[src/rtl/rggen_apb_register_initiator_if.sv]
// APB4 completer-side bundle for rggen_apb_register_initiator.
// Signal names keep the i_/o_ orientation as seen from the initiator block.
interface rggen_apb_register_initiator_if #(
  parameter int ADDRESS_WIDTH = 8,
  parameter int DATA_WIDTH    = 32
);
  logic                      i_psel;
  logic                      i_penable;
  logic [ADDRESS_WIDTH-1:0]  i_paddr;
  logic                      i_pwrite;
  logic [DATA_WIDTH-1:0]     i_pwdata;
  logic [DATA_WIDTH/8-1:0]   i_pstrb;
  logic                      o_pready;
  logic [DATA_WIDTH-1:0]     o_prdata;
  logic                      o_pslverr;

  modport master (
    output i_psel, i_penable, i_paddr, i_pwrite, i_pwdata, i_pstrb,
    input  o_pready, o_prdata, o_pslverr
  );

  modport slave (
    input  i_psel, i_penable, i_paddr, i_pwrite, i_pwdata, i_pstrb,
    output o_pready, o_prdata, o_pslverr
  );
endinterface

[src/rtl/rggen_apb_register_initiator.sv]
// APB4 to register-strobe initiator: setup -> one-cycle access strobe -> pready.
// Optional macro RGGEN_APB_INITIATOR_SLVERR_EN: flag unmapped accesses with pslverr.
module rggen_apb_register_initiator #(
  parameter int ADDRESS_WIDTH = 8,
  parameter int DATA_WIDTH    = 32,
  parameter int REGISTERS     = 4
)(
  input  logic                            clk,
  input  logic                            rst_n,
  rggen_apb_register_initiator_if.slave   apb,
  output logic [REGISTERS-1:0]            o_write_access,
  output logic [REGISTERS-1:0]            o_read_access,
  output logic [DATA_WIDTH-1:0]           o_write_data,
  output logic [DATA_WIDTH-1:0]           o_write_mask,
  input  logic [REGISTERS*DATA_WIDTH-1:0] i_read_data
);
  localparam int BYTES = DATA_WIDTH / 8;
  localparam int LSB   = (BYTES > 1) ? $clog2(BYTES) : 0;
  localparam int IDX_W = ADDRESS_WIDTH - LSB;

  localparam logic [1:0] IDLE     = 2'd0;
  localparam logic [1:0] ACCESS   = 2'd1;
  localparam logic [1:0] RESPONSE = 2'd2;

  function automatic logic [DATA_WIDTH-1:0] expand_strobe(input logic [BYTES-1:0] strb);
    logic [DATA_WIDTH-1:0] mask;
    mask = '0;
    for (int b = 0; b < DATA_WIDTH; b++) begin
      mask[b] = strb[b/8];
    end
    return mask;
  endfunction

  function automatic logic [REGISTERS-1:0] decode_index(input logic [IDX_W-1:0] idx);
    logic [REGISTERS-1:0] dec;
    dec = '0;
    for (int i = 0; i < REGISTERS; i++) begin
      dec[i] = (idx == IDX_W'(i));
    end
    return dec;
  endfunction

  logic [1:0]            state;
  logic [IDX_W-1:0]      idx_p0;
  logic                  mapped_p0;
  logic                  pready_p1;
  logic [DATA_WIDTH-1:0] prdata_p1;
  logic                  pslverr_p1;

  logic                  setup;
  logic [IDX_W-1:0]      setup_idx;
  logic                  setup_mapped;
  logic [DATA_WIDTH-1:0] sel_data;
  logic                  slverr_next;

  assign setup        = apb.i_psel && !apb.i_penable;
  assign setup_idx    = apb.i_paddr[ADDRESS_WIDTH-1:LSB];
  assign setup_mapped = ({1'b0, setup_idx} < (IDX_W+1)'(REGISTERS));

  generate
    if (LSB > 0) begin : g_byte_offset
      // Byte-offset bits inside a word never select a register.
      logic unused_offset;
      assign unused_offset = &{1'b0, apb.i_paddr[LSB-1:0]};
    end
  endgenerate

  always_comb begin
    sel_data = '0;
    for (int i = 0; i < REGISTERS; i++) begin
      if (idx_p0 == IDX_W'(i)) begin
        sel_data = i_read_data[i*DATA_WIDTH +: DATA_WIDTH];
      end
    end
  end

`ifdef RGGEN_APB_INITIATOR_SLVERR_EN
  assign slverr_next = !mapped_p0;
`else
  assign slverr_next = 1'b0;
`endif

  always_ff @(posedge clk or negedge rst_n) begin
    if (!rst_n) begin
      state          <= IDLE;
      idx_p0         <= '0;
      mapped_p0      <= 1'b0;
      o_write_access <= '0;
      o_read_access  <= '0;
      o_write_data   <= '0;
      o_write_mask   <= '0;
      pready_p1      <= 1'b0;
      prdata_p1      <= '0;
      pslverr_p1     <= 1'b0;
    end else begin
      case (state)
        // stage 0: setup phase latches the transfer and arms the strobe
        IDLE: begin
          if (setup) begin
            state     <= ACCESS;
            idx_p0    <= setup_idx;
            mapped_p0 <= setup_mapped;
            if (apb.i_pwrite) begin
              o_write_data <= apb.i_pwdata;
              o_write_mask <= expand_strobe(apb.i_pstrb);
            end
            o_write_access <= (apb.i_pwrite && (|apb.i_pstrb))
                              ? decode_index(setup_idx) : '0;
            o_read_access  <= (!apb.i_pwrite) ? decode_index(setup_idx) : '0;
          end
        end
        // stage 1: strobe cycle; capture read data and form the response
        ACCESS: begin
          o_write_access <= '0;
          o_read_access  <= '0;
          if (!apb.i_psel) begin
            state <= IDLE;
          end else begin
            state      <= RESPONSE;
            pready_p1  <= 1'b1;
            prdata_p1  <= mapped_p0 ? sel_data : '0;
            pslverr_p1 <= slverr_next;
          end
        end
        // stage 2: response presented for exactly one cycle
        RESPONSE: begin
          state      <= IDLE;
          pready_p1  <= 1'b0;
          prdata_p1  <= '0;
          pslverr_p1 <= 1'b0;
        end
        default: begin
          state          <= IDLE;
          o_write_access <= '0;
          o_read_access  <= '0;
          pready_p1      <= 1'b0;
          prdata_p1      <= '0;
          pslverr_p1     <= 1'b0;
        end
      endcase
    end
  end

  assign apb.o_pready  = pready_p1;
  assign apb.o_prdata  = prdata_p1;
  assign apb.o_pslverr = pslverr_p1;
endmodule

[src/flat_wrapper.sv]
// flat-port wrapper written by rule: the top's interface ports become plain ports
module rggen_apb_register_initiator_flat 
#(
  parameter int ADDRESS_WIDTH = 8,
  parameter int DATA_WIDTH    = 32,
  parameter int REGISTERS     = 4
)
  (clk, rst_n, o_write_access, o_read_access, o_write_data, o_write_mask, i_read_data, apb_i_psel, apb_i_penable, apb_i_paddr, apb_i_pwrite, apb_i_pwdata, apb_i_pstrb, apb_o_pready, apb_o_prdata, apb_o_pslverr);
  rggen_apb_register_initiator_if #(.ADDRESS_WIDTH(ADDRESS_WIDTH), .DATA_WIDTH(DATA_WIDTH)) apb_i ();
  input  logic clk;
  input  logic rst_n;
  output logic [REGISTERS-1:0] o_write_access;
  output logic [REGISTERS-1:0] o_read_access;
  output logic [DATA_WIDTH-1:0] o_write_data;
  output logic [DATA_WIDTH-1:0] o_write_mask;
  input  logic [REGISTERS*DATA_WIDTH-1:0] i_read_data;
  input wire logic [$bits(apb_i.i_psel)-1:0] apb_i_psel;
  input wire logic [$bits(apb_i.i_penable)-1:0] apb_i_penable;
  input wire logic [$bits(apb_i.i_paddr)-1:0] apb_i_paddr;
  input wire logic [$bits(apb_i.i_pwrite)-1:0] apb_i_pwrite;
  input wire logic [$bits(apb_i.i_pwdata)-1:0] apb_i_pwdata;
  input wire logic [$bits(apb_i.i_pstrb)-1:0] apb_i_pstrb;
  output wire logic [$bits(apb_i.o_pready)-1:0] apb_o_pready;
  output wire logic [$bits(apb_i.o_prdata)-1:0] apb_o_prdata;
  output wire logic [$bits(apb_i.o_pslverr)-1:0] apb_o_pslverr;
  assign apb_i.i_psel = apb_i_psel;
  assign apb_i.i_penable = apb_i_penable;
  assign apb_i.i_paddr = apb_i_paddr;
  assign apb_i.i_pwrite = apb_i_pwrite;
  assign apb_i.i_pwdata = apb_i_pwdata;
  assign apb_i.i_pstrb = apb_i_pstrb;
  assign apb_o_pready = apb_i.o_pready;
  assign apb_o_prdata = apb_i.o_prdata;
  assign apb_o_pslverr = apb_i.o_pslverr;
  rggen_apb_register_initiator #(.ADDRESS_WIDTH(ADDRESS_WIDTH), .DATA_WIDTH(DATA_WIDTH), .REGISTERS(REGISTERS)) u_core (.clk(clk), .rst_n(rst_n), .apb(apb_i), .o_write_access(o_write_access), .o_read_access(o_read_access), .o_write_data(o_write_data), .o_write_mask(o_write_mask), .i_read_data(i_read_data));
endmodule
[config.mk]
export PLATFORM = sky130hd
export DESIGN_NAME = rggen_apb_register_initiator_flat
export DESIGN_NICKNAME = d
export VERILOG_FILES = /design/src/rtl/rggen_apb_register_initiator_if.sv /design/src/rtl/rggen_apb_register_initiator.sv /design/src/flat_wrapper.sv
export SDC_FILE = /design/constraint.sdc
export NUM_CORES = 1
export LEC_CHECK = 0
export ABC_AREA = 0
export BUFFER_PORTS_ARGS = -buffer_cell sky130_fd_sc_hd__buf_4
export CAP_MARGIN = 20
export CORE_AREA = 2 2 109 111
export DETAILED_ROUTE_END_ITERATION = 10
export DIE_AREA = 0 0 111 113
export PLACE_DENSITY = 0.82
export REMOVE_ABC_BUFFERS = 1
export SETUP_SLACK_MARGIN = 0.4
export SLEW_MARGIN = 40
export SYNTH_ARGS = -nofsm -noshare
export SYNTH_HDL_FRONTEND = slang
export SYNTH_SLANG_ARGS = --single-unit
[constraint.sdc]
create_clock -name clk -period 1.56 [get_ports clk]
set_input_delay 0.156 -clock clk [delete_from_list [all_inputs] [get_ports clk]]
set_output_delay 0.156 -clock clk [all_outputs]
set_load 0.005 [all_outputs]
Word level (Yosys, flattened, before mapping) --
Cells that the tools add are included. W data, S select, Z words.
Word-level totals: register bits after elaboration 108, input port bits 177, output and inout port bits 106
Operators by class: order comparisons 1, equal/unequal tests 10, multiplexer cells 20, bitwise logic cells 2, reductions and logical operators 11
Operator list (count):
- $mux W32 | 6
- $pmux W32 S2 | 1
- $eq A6 B2 Y1 const B | 4
- $mux W4 | 4
- $pmux W4 S2 | 2
- $eq A6 B1 Y1 const B | 2
- $logic_not A6 Y1 | 2
- $lt A6 B3 Y1 const B | 1
- $reduce_and A2 Y1 | 3
- $mux W2 | 2
- $pmux W1 S2 | 2
- $pmux W2 S2 | 1
- $reduce_or A4 Y1 | 1
- $reduce_and A3 Y1 | 1
- $eq A2 B1 Y1 const B | 1
- $eq A2 B2 Y1 const B | 1
- $logic_and A1 B1 Y1 | 2
- $logic_not A2 Y1 | 1
- $mux W1 | 2
- $ne A2 B1 Y1 const B | 1
- $ne A2 B2 Y1 const B | 1
- $not A1 Y1 | 2
- $logic_not A1 Y1 | 1

Longest topological paths before layout --
word-level depth 8, gate-level depth with buffers 5

Least setup slack after synthesis --
OpenSTA, ideal clock, no wires.
kind register to register, start register u_core.state[1], end register u_core.o_write_data[10], data arrival time 1.444 ns, data required time 1.433 ns, slack -0.012 ns, stages on the path, launching flop included 6, clock period less this slack 1.572 ns, cell sequence dfrtp_1 nor4b_4 and2_1 buf_4 buf_6 mux2_1
On the way: word-level cells in the longest chain between the ends 2
RTL lines:
- from (decl) | RTL line rggen_apb_register_initiator.sv:43 | logic [1:0] state;
- from (signal assigned) | RTL line rggen_apb_register_initiator.sv:85 | state <= IDLE;
- from (signal assigned) | RTL line rggen_apb_register_initiator.sv:100 | state <= ACCESS;
- from (signal assigned) | RTL line rggen_apb_register_initiator.sv:117 | state <= IDLE;
- $logic_not A2 Y1 | RTL line rggen_apb_register_initiator.sv:96 | case (state)
- $reduce_and A3 Y1 (no source line)
- to (signal assigned) | RTL line rggen_apb_register_initiator.sv:104 | o_write_data <= apb.i_pwdata;
- to (decl) | RTL line rggen_apb_register_initiator.sv:13 | output logic [DATA_WIDTH-1:0] o_write_data,
Every way passes these cells. A chain may end at the register's enable or synchronous reset.

Final worst setup path --
start register u_core.state[1], end register u_core.prdata_p1[19] (netlist: u_core.apb.o_prdata[19])
On the way: word-level cells in the longest chain between the ends 3, elaborated cells on any way between the ends 6
RTL lines:
- $eq A2 B1 Y1 or $logic_not A2 Y1 (tied branches) | RTL line rggen_apb_register_initiator.sv:96
- $ne A2 B2 Y1 (no source line) or $not A1 Y1 (tied branches)
- $reduce_and A2 Y1 (no source line)
- to (signal assigned) | RTL line rggen_apb_register_initiator.sv:121 | prdata_p1 <= mapped_p0 ? sel_data : '0;
- to (decl) | RTL line rggen_apb_register_initiator.sv:47 | logic [DATA_WIDTH-1:0] prdata_p1;
Parallel ways exist; a longest one is shown, timed or not.

==> qor.csv <==
metric;value;unit
num_io_pins;283;
async_reset_ff_frac;1.00;
crit_chain;buf_4 > buf_6 > and3b_2 > and3_4 > clkbuf_16 > a22o_1;
cpPeakStageDelay;0.41;ns
crit_path_end_kind;register;
fmax;621;MHz
initial_core_util;0.377;
root_buffer;clkbuf_16;
synth_top_area_cell;dfrtp_1;
pre_cts_ws;-0.0428;ns
yosys-top-cells-area;dfrtp_1, mux4_2, mux2_1;
syn2layout_area_growth;66.1;%
die_h;113;um
clk_path_buf_depth;2;
routed_wl;13.9;mm
rows;39;
status;complete, but fails checks;
dpl_cell_area;6340;um2
worstHoldStart;apb_i_pwdata[4];
worstPathMaxFanout;7;
violations;setup timing;
start_kind;register;
reg2reg_from;u_core.state[1];
htree_levels;3;
setup_violations;29;
antenna_left;0;
place_congestion;0.836;
crit_type;reg -> reg;
fin_crit_sh;1.03;
vias;3681;
final_util;0.626;
ys_types;29;
core-area;11300;um2
pwr_density_cell;1030;nW/um2
grt_util_all_layers;0.215;
antenna_found_initial;0;
finalPower;7.23;mW
timing.rr.end;u_core.apb.o_prdata[19];
drtPass1Iterations;4;
drtIter0Drc;196;
routedWlPerCell;19.8;um
ir_worst_vdd;656;uV
slowest_stage;dfrtp_1;
rsz0062_at_grt;true;
worstHoldPathCells;2;
rr_worst_depth;6;
die_area;12500;um2
report.final.slew_viol_count;0;
synth_edf_count;0;
hold_class;in -> reg;
clk_pin_slew;0.07;ns
cp_data_arrival_time;1.88;ns
r2r_slack;-0.05;ns
grt_max_degree;87;
num_antenna_cells;0;
via_per_inst;5.23;
finalHoldViolCount;0;
required;1.83;ns
syn_avg_cell_area;14.6;um2
skew;0.00712;ns
cts_buffers;9;
nNetsFinal;733;
synth_ff_type;dfrtp_1;
grt_pass1_wl;21.1;mm
synth_seq_cells;86;
syn_area;4250;um2
final_layout_size_suffix_gt1_frac;0.720;
ys_warn_count;0;
hpwlAfterDp;9.76;mm
dpl.cell_count;676;
clock_latency;0.34;ns
yosysTopAreaCellShare;0.506;
die_x;111;um
grt_pass1_vias;3915;
p_leak;3.44;nW
finalNonFillerCells;704;
numPortBuffers;279;
final_area;7060;um2
fin_crit;1.61;ns
synthCells;291;
whs;0.0344;ns
drcViolationCount;0;
worst_slack;-0.0490;ns
drv_cap;0;
overflow;0;
tritoncts;built;
clock_sinks;86;
holdPathEnd;u_core.o_write_data[4];
yosysSeqAreaShare;0.506;
final.setup.tns;-0.440;ns
-- power by group --
part	total, mW	switching (mW)	internal (mW)
Sequential	2.72	0.222	2.50
Clock	2.32	0.908	1.41
Combinational	2.20	0.773	1.42
Total	7.23	1.90	5.33
-- how the worst max path moves through the flow --
| stage | start | to | slack [ns] | cells after the start |
|---|---|---|---|---|
| global placement | u_core.state[1] | u_core.o_write_data[1] | -0.01 | 4 |
| detailed placement | u_core.state[1] | u_core.o_write_data[24] | -0.04 | 4 |
| finish | u_core.state[1] | u_core.apb.o_prdata[19] | -0.05 | 6 |
| CTS | u_core.state[1] | u_core.o_write_data[21] | -0.04 | 4 |
| global route | u_core.state[1] | u_core.apb.o_prdata[19] | -0.11 | 6 |
| floorplan | u_core.state[1] | u_core.o_write_data[0] | -0.88 | 3 |
-- critical path, delay by kind of cell, from the launching register on --
family | cells | cell delay [ns]
buffers and inverters | 3 | 0.47
flip-flops | 1 | 0.41
AO/OA/AOI/OAI | 1 | 0.13
AND/OR/NAND/NOR | 2 | 0.54
-- cell families after synthesis --
group	count (synthesis)	share of synthesized area
other cells	1	0.000882
buf+inv	48	0.0839
compound gates	47	0.0918
flops	86	0.506
mux	75	0.270
simple gates	34	0.0468
-- layout by cell type (no fill, tap or decap), types with 3 or more instances in the layout --
cell type | netlist | final
a22o_1 | 27 | 27
mux2_1 | 28 | 13
mux2_4 | 0 | 18
buf_4 | 32 | 287
o31ai_2 | 0 | 4
o22ai_1 | 5 | 5
nor3_2 | 0 | 4
o2bb2ai_1 | 4 | 4
nand2_1 | 9 | 9
mux2_2 | 20 | 17
nor2b_1 | 3 | 3
buf_16 | 0 | 3
buf_12 | 0 | 6
clkbuf_16 | 0 | 12
dfrtp_1 | 86 | 81
dfrtp_2 | 0 | 5
a32o_1 | 4 | 4
mux4_2 | 27 | 27
-- cell usage after synthesis (all sizes together), types with 2 or more instances --
| cell | instances |
|---|---|
| mux2 | 48 |
| and2 | 2 |
| dfrtp | 86 |
| nor2 | 3 |
| nand2b | 2 |
| o31ai | 5 |
| nand2 | 9 |
| o2bb2ai | 4 |
| nor2b | 3 |
| clkbuf | 6 |
| buf | 42 |
| nor4 | 2 |
| or4 | 2 |
| a32o | 4 |
| mux4 | 27 |
| nor3 | 5 |
| a22o | 27 |
| a21oi | 2 |
| o22ai | 5 |
-- registers in the layout, summed over array words and instances, names as in the netlist --
signal	count
u_core.mapped_p0	1
u_core.idx_p0	6
u_core.o_write_access	4
u_core.o_write_mask	4
u_core.apb.o_prdata	32
u_core.o_read_access	4
u_core.o_write_data	32
u_core.apb.o_pready	1
u_core.state	2
-- area by class of cell --
class / instances / area, um2
Clock inverter: 7 / 97.6
Sequential cell: 86 / 2160
Timing Repair Buffer: 302 / 2460
Multi-Input combinational cell: 157 / 1930
Clock buffer: 9 / 225
Tap cell: 143 / 179
Fill cell: 855 / 4210
-- metal layers --
| layer | GRT usage | part of all wire | vias to the layer above |
|---|---|---|---|
| met2 | 0.388 | 0.54 | 170 |
| met5 | 0 | 0 | - |
| li1 | - | - | 1621 |
| met1 | 0.257 | 0.38 | 1861 |
| met4 | 0.0792 | 0.027 | 0 |
| met3 | 0.0412 | 0.059 | 29 |
-- what timing repair did --
action / CTS / global route
gates resized for setup: 29 / 22
gates cloned: 3 / 3
endpoints found under the hold margin: 86 / 0
hold buffers: 1 / 0
endpoints found under the setup margin: 107 / 92
buffers inserted: 5 / 0
pin swaps: 8 / 2
(Power assumes the default switching activity.)
